<file path="src/rtl/countdown_timer.sv">
// BCD mm:ss countdown timer: load/start/pause strobes, 1 Hz tick enable, registered outputs.
// Latency: every input takes effect one cycle later. No backpressure; strobes are never stalled.
module countdown_timer #(
  parameter int MAX_MIN = 99
) (
  input  logic       clk,
  input  logic       rst,
  input  logic       tick,
  input  logic       load,
  input  logic       start,
  input  logic       pause,
  input  logic [7:0] min_in,
  input  logic [7:0] sec_in,
  output logic [7:0] min_out,
  output logic [7:0] sec_out,
  output logic       running,
  output logic       done,
  output logic       load_err
);

  typedef enum logic [1:0] {IDLE, RUN, PAUSED, EXPIRED} state_t;

  localparam logic [6:0] MAX_V = 7'(MAX_MIN);

  state_t      state;
  logic [6:0]  min_val;
  logic        load_ok;
  logic        count_zero;
  logic [15:0] count_dec;

  // Digit-wise borrow chain so the count never passes through a binary value.
  function automatic logic [15:0] dec_bcd(input logic [15:0] c);
    logic [3:0] mt, mo, st, so;
    {mt, mo, st, so} = c;
    if (so != 4'd0) begin
      so = so - 4'd1;
    end else begin
      so = 4'd9;
      if (st != 4'd0) begin
        st = st - 4'd1;
      end else begin
        st = 4'd5;
        if (mo != 4'd0) begin
          mo = mo - 4'd1;
        end else begin
          mo = 4'd9;
          mt = mt - 4'd1;
        end
      end
    end
    return {mt, mo, st, so};
  endfunction

  assign min_val    = 7'(min_in[7:4]) * 7'd10 + 7'(min_in[3:0]);
  assign load_ok    = (min_in[7:4] <= 4'd9) && (min_in[3:0] <= 4'd9) &&
                      (sec_in[7:4] <= 4'd5) && (sec_in[3:0] <= 4'd9) &&
                      (min_val <= MAX_V);
  assign count_zero = (min_out == 8'h00) && (sec_out == 8'h00);
  assign count_dec  = dec_bcd({min_out, sec_out});

  always_ff @(posedge clk) begin
    if (rst) begin
      state    <= IDLE;
      min_out  <= 8'h00;
      sec_out  <= 8'h00;
      running  <= 1'b0;
      done     <= 1'b0;
      load_err <= 1'b0;
    end else begin
      done     <= 1'b0;
      load_err <= 1'b0;
      if (load) begin
        if (load_ok) begin
          min_out <= min_in;
          sec_out <= sec_in;
          state   <= IDLE;
          running <= 1'b0;
        end else begin
          load_err <= 1'b1;
        end
      end else begin
        case (state)
          IDLE: begin
            if (!pause && start && !count_zero) begin
              state   <= RUN;
              running <= 1'b1;
            end
          end
          RUN: begin
            if (pause) begin
              state   <= PAUSED;
              running <= 1'b0;
            end else if (tick && !count_zero) begin
              {min_out, sec_out} <= count_dec;
              if (count_dec == 16'h0000) begin
                state   <= EXPIRED;
                running <= 1'b0;
                done    <= 1'b1;
              end
            end
          end
          PAUSED: begin
            if (!pause && start) begin
              state   <= RUN;
              running <= 1'b1;
            end
          end
          default: begin
            // EXPIRED holds 00:00 until a valid load or reset.
            running <= 1'b0;
          end
        endcase
      end
    end
  end

endmodule
</file>
<file path="config.mk">
export PLATFORM = sky130hd
export DESIGN_NAME = countdown_timer
export DESIGN_NICKNAME = d
export VERILOG_FILES = /design/src/rtl/countdown_timer.sv
export SDC_FILE = /design/constraint.sdc
export NUM_CORES = 1
export LEC_CHECK = 0
export CORE_MARGIN = 4
export CORE_UTILIZATION = 40
export CTS_CLUSTER_DIAMETER = 30
export DETAILED_ROUTE_END_ITERATION = 12
export DONT_BUFFER_PORTS = 1
export PLACE_DENSITY_LB_ADDON = 0.08
export RECOVER_POWER = 25
export SYNTH_ARGS = -nofsm -noshare
export SYNTH_HDL_FRONTEND = slang
export SYNTH_SLANG_ARGS = --single-unit
</file>
<file path="constraint.sdc">
create_clock -name clk -period 3.15 [get_ports clk]
set_input_delay 0.945 -clock clk [delete_from_list [all_inputs] [get_ports clk]]
set_output_delay 0.945 -clock clk [all_outputs]
set_load 0.02 [all_outputs]
</file>
* Yosys cells after proc, flatten, opt, wreduce, memory -nomap -nowiden
Index checks and enable logic that the tools add are counted.
** Cells by class
- Add/sub/neg operators :: 5
- Multipliers :: 1
- Div/mod/pow operators :: 0
- $lt $le $gt $ge :: 5
- Equality and inequality tests :: 8
- Shift operators :: 0
- Mux-type cells :: 37
- Bitwise logic cells :: 3
- Reductions and logical operators :: 25
** Operators with widths (number)
- 8-bit 2-to-1 mux :: 10
- 4-bit 2-to-1 mux :: 9
- 16-bit zero test :: 1
- 8-bit zero test :: 2
- 4-bit nonzero test :: 4
- 4-bit by 1-bit subtractor with 4-bit output, second input constant :: 4
- 2-bit 2-to-1 mux :: 7
- 4-bit <= comparator, second input constant :: 3
- 1-bit 2-to-1 mux :: 9
- 1-bit logical AND :: 8
- 4-bit inequality test, second input constant :: 2
- 7-bit by 4-bit adder with 7-bit output :: 1
- 7-bit <= comparator, second input constant :: 1
- 4-bit by 3-bit multiplier with 6-bit output, second input constant :: 1
- 3-bit inequality test, second input constant :: 2
- 2-bit case mux with 3 select lines :: 1
- 6-bit AND reduction :: 1
- 5-bit AND reduction :: 1
- 5-bit OR reduction :: 1
- 4-bit by 3-bit <= comparator with 1-bit output, second input constant :: 1
- 4-bit AND reduction :: 1
- 2-bit nonzero test :: 2
- 1-bit inverter :: 3
- 1-bit case mux with 3 select lines :: 1
- 7 further kinds :: 8
** Storage, ports and cells
- Bits in registers :: 21
- Bits in latches :: 0
- RAM bits :: 0
- ROM bits :: 0
- Memories kept :: 0

* Longest topological paths before layout
Gate-level depths: netlist (run 1).
- Word-level depth :: 10
- Gate-level depth with buffers :: 10

* Worst setup path before layout (run 1)
Ideal clock, no wire load.
- Kind :: in2reg
- Start :: input min_in[5]
- End :: register sec_out[5]
- Setup time :: 0.060 ns
- Arrival :: 3.071 ns
- Setup slack :: 0.019 ns
- Stages :: 9
- Path buffers :: 1
- Path through :: ha_1 ha_1 fa_1 and3_1 o21ai_1 nand4_1 buf_2 a2111oi_0 a31o_1
** On the way
- Longest elaborated chain between the ends :: 7
- Elaborated cells between the ends (all ways) :: 10
- Classes of those cells :: add/sub (1); mul (1); order compare (2); eq/ne (1); reduce/logical (5)
** RTL lines
- start: declaration :: RTL line 12 : input logic [7:0] min_in,
- parallel branches: the longest is 4 deep, another holds 7-bit by 4-bit adder with 7-bit output
- 1-bit logical AND * :: RTL line 56 : (sec_in[7:4] <= 4'd5) && (sec_in[3:0] <= 4'd9) &&
- 2-bit by 1-bit inequality test with 1-bit output (no line) *
- 4-bit AND reduction (no line) *
- end signal: assignment :: RTL line 75 : sec_out <= sec_in;
- end signal: assignment :: RTL line 94 : {min_out, sec_out} <= count_dec;
- end: declaration :: RTL line 15 : output logic [7:0] sec_out,
Every way passes the cells marked *.
A chain may end at the register's enable or synchronous reset.

* Worst setup path in the final report (run 1)
- Start :: input min_in[5]
- End :: register running
** On the way
- Longest elaborated chain between the ends :: 7
- Elaborated cells between the ends (all ways) :: 10
- Classes of those cells :: add/sub (1); mul (1); order compare (2); eq/ne (1); reduce/logical (5)
** RTL lines
- parallel branches: the longest is 4 deep, another holds 7-bit by 4-bit adder with 7-bit output
- 1-bit logical AND * :: RTL line 56
- 2-bit by 1-bit inequality test with 1-bit output (no line) *
- 5-bit AND reduction (no line) *
- end signal: assignment :: RTL line 66 : running <= 1'b0;
- end signal: assignment :: RTL line 77 : running <= 1'b0;
- end signal: assignment :: RTL line 86 : running <= 1'b1;
- end: declaration :: RTL line 16 : output logic running,
Marked as above.

==> results by group, run 1 <==
Outcome
  • Status: completed

Placement
  • # port buffers: 0
  • Placed cell count: 264
  • DP HPWL: 3.92 mm
  • Placer Congestion: 0.870

Setup path
  • R2R Path Start: sec_out[0]$_SDFFE_PP0P_
  • Delay of the slowest cell on the worst path: 0.54 ns
  • Setup CP Type: in2reg
  • Crit Path Max Fanout: 8
  • Crit path to: running$_SDFFE_PP0P_
  • Cells along the critical path: ha_1, ha_1, fa_1, nand2b_1, a311oi_1, o21ai_2, nand4_1, buf_4, a22oi_2, mux2_4
  • R2R Setup Slk: 0.67 ns
  • Critical Path Sink Type: flip-flop
  • Reg2reg path depth: 8
  • WP depth: 10
  • Critical path's slowest cell: fa_1
  • Worst Path Arrival: 3.21 ns
  • Worst setup path start: min_in[5]
  • RR Endpoint: running$_SDFFE_PP0P_
  • Top delay family on crit path: adder cells
  • Worst path buffer plus inverter count: 1
  • Worst setup SP type: input pin
  • Critical Path RT: 3.32 ns
  • CP most frequent cell: ha_1

Clock tree
  • Post-cts resize count: 0
  • Clock Latency Late Sink: 0.27 ns
  • Root Buffer: clkbuf_8
  • Post-CTS Setup Bufs: 0
  • CTS Buf Count: 3
  • CTS Sinks: 21
  • Reg clk slew, reported paths: 0.09 ns
  • CTS hold repair buffers: 0
  • Clock buffer depth: 2
  • CTS tree: yes
  • H-tree Lvls: 1

STA
  • Crit share post-route: 96.4%
  • Final Max Tran Viols: 0
  • Final-report hold violation count: 0
  • Period minus WS final: 3.04 ns
  • Setup Viol. Count Final: 0
  • Worst Skew: 0.00724 ns
  • Hold Slack: 0.512 ns
  • Worst slew margin: 55.4%
  • F_max: 329 MHz
  • Worst slew pin tran: 0.664 ns

Synth
  • Yosys cell types: 59
  • Top FF cell, synth: dfxtp_1
  • Async S/R FF share, synth: 0%
  • Net Count, Synth: 243
  • Area leader, netlist: dfxtp_1
  • Area contributors post-synth: dfxtp_1, ha_1, nand2_1, nor2_1, a21oi_1
  • Mapped Area: 1720 sq um
  • EDFF count, synth: 0
  • Cells after Synth: 209
  • Top-area cell type share of the netlist area: 24.4%
  • FF+latch count, synth: 21
  • Seq/Total Area, Yosys: 24.4%
  • Yosys warning total: 0
  • Mean post-synth cell area: 8.24 sq um

Drt
  • Routed WL per cell: 20.0 um
  • DRT Pass-1 Iters: 4
  • Post-route ant nets: 0
  • DR vias/cell: 6.35
  • Initial DRC count: 60
  • DR vias: 1701
  • Final WL: 5.37 mm
  • DRC: 0

Finish
  • Ant diodes: 0
  • Area growth syn-to-layout: 11.5%
  • Finished Core Util: 47.0%
  • Fill cells: 412
  • Nets@finish: 253
  • Most common cell after layout, fill and taps aside: dfxtp_1
  • Most frequent cells in the layout: dfxtp_1, nand2_1, nor2_1, buf_4
  • Share of cells above drive strength 1: 18.8%
  • Layout Cells excl Fill: 268

Floorplanning
  • Die area: 5420 sq um
  • Core area: 4090 sq um
  • Die height: 73.6 um
  • I/O pin cnt: 41
  • Site row count: 23
  • Die Span X: 73.6 um
  • Initial Utilization: 42.1%

Power and ir drop
  • P_leak: 0.000763 uW
  • IR drop worst, VDD: 0.251 mV
  • Power density over cell area: 360 nW/um^2

Global route
  • Vias in the first global route: 1831
  • Pin count of the biggest net entering global routing: 31
  • Gr ovfl total: 0
  • Tot GR Track Use: 21.1%
  • Global-route wire length before repair: 8.96 mm
  • Initial antenna violation count: 0

Min path
  • Worst min path class: reg2reg
  • Min-delay src: state[1]$_SDFFE_PP0P_

Job
  • Max-cap violations: 0
flip-flops by register name, indices dropped and copies added, names as in the netlist:
name	flops
state	2
running	1
done	1
sec_out	8
min_out	8
load_err	1
worst register-to-register path, delay by kind of cell, from the launching register on:
kind,cells,cell delay (ns)
and+or+nand+nor,3,0.74
muxes,2,0.53
DFF,1,0.43
adders and majority gates,1,0.28
AOI/OAI and AO/OA,1,0.28
buffers and inverters,1,0.12
worst min-delay path by stage:
stage	endpoint	slack (ns)	cells past startpoint
3_3_place_gp	state[1]$_SDFFE_PP0P_	0.49	2
4_1_cts	state[1]$_SDFFE_PP0P_	0.52	2
2_1_floorplan	state[1]$_SDFFE_PP0P_	0.47	2
3_5_place_dp	state[1]$_SDFFE_PP0P_	0.50	2
5_1_grt	state[1]$_SDFFE_PP0P_	0.54	2
6_report	state[1]$_SDFFE_PP0P_	0.51	2
cells by family after synthesis:
kind of cell    share of synthesized area [%]
compound gates                           26.2
flops                                    24.4
simple gates                             28.1
fa+ha+maj                                9.59
xor+xnor                                 1.96
buf+inv                                  6.40
mux                                      3.27
cell type report:
type,count,area (sq um),share of cell area [%]
Clock inverter,1,5.00,0.261
Inverter,8,30.0,1.56
Timing Repair Buffer,17,128,6.65
Clock buffer,3,41.3,2.15
Multi-Input combinational cell,168,1230,64.2
Tap cell,50,62.6,3.26
Sequential cell,21,420,21.9
synth_stat cells (2+ instances only):
library cell,number
nand2b_1,2
buf_6,4
a211oi_1,5
and3_1,3
o221ai_1,2
nor2_1,17
nand2_1,20
o31ai_1,4
ha_1,10
a21o_1,2
a31o_1,4
buf_2,4
inv_1,8
dfxtp_1,21
fa_1,2
nor3_1,10
mux2i_1,3
nand3_1,5
a21oi_1,10
or3b_1,2
nor4_1,3
o21ai_1,8
a311oi_1,4
nand4_1,6
clkbuf_1,4
nand3b_1,4
a221oi_1,2
o21ai_0,9
where the power goes:
group          total, uW  internal, uW  switching (uW)
Combinational        204          91.4             113
Sequential           294           273            20.8
Clock                194          88.6             105
layer usage:
layer | vias to the layer above | global-route usage (%) | routed length [um]
met4 | 0 | 9.05 | 121
met5 | - | 0 | 0
met2 | 53 | 34.1 | 2550
met3 | 12 | 6.57 | 403
met1 | 823 | 25.7 | 2300
li1 | 813 | - | -
metrics by stage:
step	power [uW]	TNS, ns	area, sq um	setup WS [ns]
floorplan	450	0	1720	0.0191
global placement	488	-1.56	1830	-0.133
detailed placement	493	-2.33	1830	-0.207
CTS	684	0	1880	0.0624
global route	730	-0.00530	1920	-0.00530
finish	692	0	1920	0.114
(Power assumes the default switching activity.)
==> run 2: changes to the inputs <==
- SETUP_SLACK_MARGIN: not set -> 0.02
==> results by group, run 2 (synthesized netlist as in run 1, its figures left out) <==
Drt
  • Initial DRC count: 118 (+97%)
  • DR vias/cell: 6.30 (-0.69%)
  • Final WL: 5.07 mm (-5.6%)
  • DR vias: 1664 (-2.2%)
  • DRT Pass-1 Iters: 4 (unchanged)
  • DRC: 0 (unchanged)
  • Routed WL per cell: 19.2 um (-4.2%)
  • Post-route ant nets: 0 (unchanged)

Clock tree
  • Clock Latency Late Sink: 0.26 ns (about the same)
  • CTS tree: yes
  • Reg clk slew, reported paths: 0.08 ns (about the same)
  • H-tree Lvls: 1 (unchanged)
  • CTS Sinks: 21 (unchanged)
  • CTS hold repair buffers: 0 (unchanged)
  • CTS Buf Count: 3 (unchanged)
  • Clock buffer depth: 2 (unchanged)
  • Root Buffer: clkbuf_8

Outcome
  • Status: completed

Finish
  • Share of cells above drive strength 1: 16.8% (-2.0 points)
  • Area growth syn-to-layout: 9.59%
  • Nets@finish: 249 (-1.6%)
  • Most common cell after layout, fill and taps aside: dfxtp_1
  • Fill cells: 423 (+2.7%)
  • Ant diodes: 0 (unchanged)
  • Most frequent cells in the layout: dfxtp_1, nand2_1, nor2_1, buf_4
  • Finished Core Util: 46.2% (-0.80 points)
  • Top flop regs: min_out (8), sec_out (8), state (2)
  • Final instance area: 1890 sq um (-1.7%)

Setup path
  • Delay of the slowest cell on the worst path: 0.52 ns (-0.02 ns)
  • Worst setup SP type: input pin
  • Cells along the critical path: ha_1, ha_1, fa_2, and3_4, a41oi_2, nand4_1, a2111oi_1, a31o_1
  • CP most frequent cell: ha_1
  • R2R Setup Slk: 0.59 ns (-0.08 ns)
  • Worst Path Arrival: 3.23 ns (+0.02 ns)
  • Top delay family on crit path: adder cells
  • Crit Path Max Fanout: 5 (-3)
  • Critical Path RT: 3.36 ns (+0.04 ns)
  • Critical Path Sink Type: flip-flop
  • Setup CP Type: in2reg
  • Worst path buffer plus inverter count: 0 (-1)
  • Critical path's slowest cell: a2111oi_1

Power and ir drop
  • Int Pwr: 451 uW (-0.53%)
  • Flop pwr share: 43.4% (+0.9 points)
  • Comb pwr share: 29.3% (-0.2 points)
  • Switching share of power: 33.4% (-1.1 points)
  • IR drop worst, VDD: 0.299 mV (+19%)
  • P_leak: 0.000736 uW (-3.5%)
  • Power density over cell area: 359 nW/um^2 (-0.47%)
  • Clock power frac: 27.3% (-0.7 points)
  • Switching Power: 226 uW (-5.3%)

Placement
  • DP HPWL: 3.85 mm (-1.9%)
  • Placed Area: 1790 sq um (-2.4%)
  • # port buffers: 0 (unchanged)
  • Placer Congestion: 0.804 (-7.5%)

STA
  • Setup tns final: 0 ns (unchanged)
  • F_max: 331 MHz (+0.55%)
  • Crit share post-route: 95.9% (-0.53 points)
  • Worst Skew: 0.00255 ns (-0.00469 ns)
  • Final Max Tran Viols: 0 (unchanged)
  • Final-report hold violation count: 0 (unchanged)
  • Setup Viol. Count Final: 0 (unchanged)
  • RSZ-0062 raised after global routing: false
  • Period minus WS final: 3.02 ns (-0.0166 ns)
  • Worst slew pin tran: 0.651 ns (-0.0126 ns)
  • Worst slew margin: 56.3% (+0.85 points)

Global route
  • Tot GR Track Use: 19.1% (-2.0 points)
  • Vias in the first global route: 1638 (-11%)
  • Gr ovfl total: 0 (unchanged)
  • Initial antenna violation count: 0 (unchanged)
  • Global-route wire length before repair: 8.12 mm (-9.3%)
  • Pin count of the biggest net entering global routing: 31 (unchanged)

Job
  • Max-cap violations: 0 (unchanged)

Floorplanning
  • Initial Utilization: 42.1% (unchanged)
  • Site row count: 23 (unchanged)
  • Core area: 4090 sq um (unchanged)
  • Die height: 73.6 um (unchanged)
  • Die area: 5420 sq um (unchanged)
  • Die Span X: 73.6 um (unchanged)
  • I/O pin cnt: 41 (unchanged)

Min path
  • Worst min path class: reg2reg
[run 2: final cells by class]
| class | instances | area, sq um | area share (%) |
|---|---|---|---|
| multi-input cells | 168 | 1230 | 65.0 |
| flip-flops and latches | 21 | 420 | 22.3 |
| repair buffers | 13 | 101 | 5.37 |
| well taps | 50 | 62.6 | 3.32 |
| clock buffers | 3 | 41.3 | 2.19 |
| inverters | 8 | 30.0 | 1.59 |
| clock inverters | 1 | 5.00 | 0.265 |
[run 2: power by group through the flow]
stage               Combinational (uW)  Sequential, uW  Clock (uW)
floorplan                          154             296           0
global placement                   182             300           0
detailed placement                 186             301           0
CTS                                187             295         193
global route                       220             296         202
finish                             198             294         185
[run 2: per-stage QoR]
step / std cells / hold slack [ns] / setup slack [ns] / power [uW]
4_1_cts: 262 / 0.519 / 0.0321 / 674
5_1_grt: 264 / 0.560 / 0.0325 / 719
3_3_place_gp: 258 / 0.484 / -0.142 / 482
2_1_floorplan: 209 / 0.467 / 0.0264 / 450
3_5_place_dp: 258 / 0.507 / -0.267 / 487
6_report: 264 / 0.519 / 0.130 / 677
[run 2: worst paths after layout]
check,startpoint,endpoint,cells past startpoint
setup reg to reg,sec_out[0]$_SDFFE_PP0P_,running$_SDFFE_PP0P_,8
setup / recovery,min_in[5],sec_out[5]$_SDFFE_PP0P_,8
hold / removal,state[1]$_SDFFE_PP0P_,state[1]$_SDFFE_PP0P_,2
hold reg to reg,state[1]$_SDFFE_PP0P_,state[1]$_SDFFE_PP0P_,2
[run 2: metal layers]
| layer | part of all wire [%] | wire length [um] | up-vias | global-route usage (%) |
|---|---|---|---|---|
| li1 | - | - | 802 | - |
| met1 | 43 | 2160 | 797 | 23.1 |
| met2 | 50 | 2520 | 63 | 33.2 |
| met3 | 7.2 | 364 | 2 | 5.47 |
| met4 | 0.39 | 20 | 0 | 4.43 |
| met5 | 0 | 0 | - | 0 |
[run 2: timing repair]
action | CTS | global route
resized for setup | 0 | 8
gates cloned | 0 | 0
buffers inserted | 0 | 2
setup endpoints to repair | 2 | 16
pin swaps | 1 | 2
[run 2: worst reg2reg max path, delay by kind of cell, from the launching register on]
kind | cells | cell delay [ns]
adder cells (fa/ha/maj) | 1 | 0.28
AO/OA/AOI/OAI | 1 | 0.28
AND/OR/NAND/NOR | 3 | 0.82
multiplexers | 2 | 0.53
buffers and inverters | 1 | 0.13
flip-flops | 1 | 0.43
==> run 3: changes to the inputs <==
- CTS_CLUSTER_DIAMETER: 30 -> not set
==> results of run 3 <==
Same layout as run 2: the final DEF is identical, and so are final timing and power.
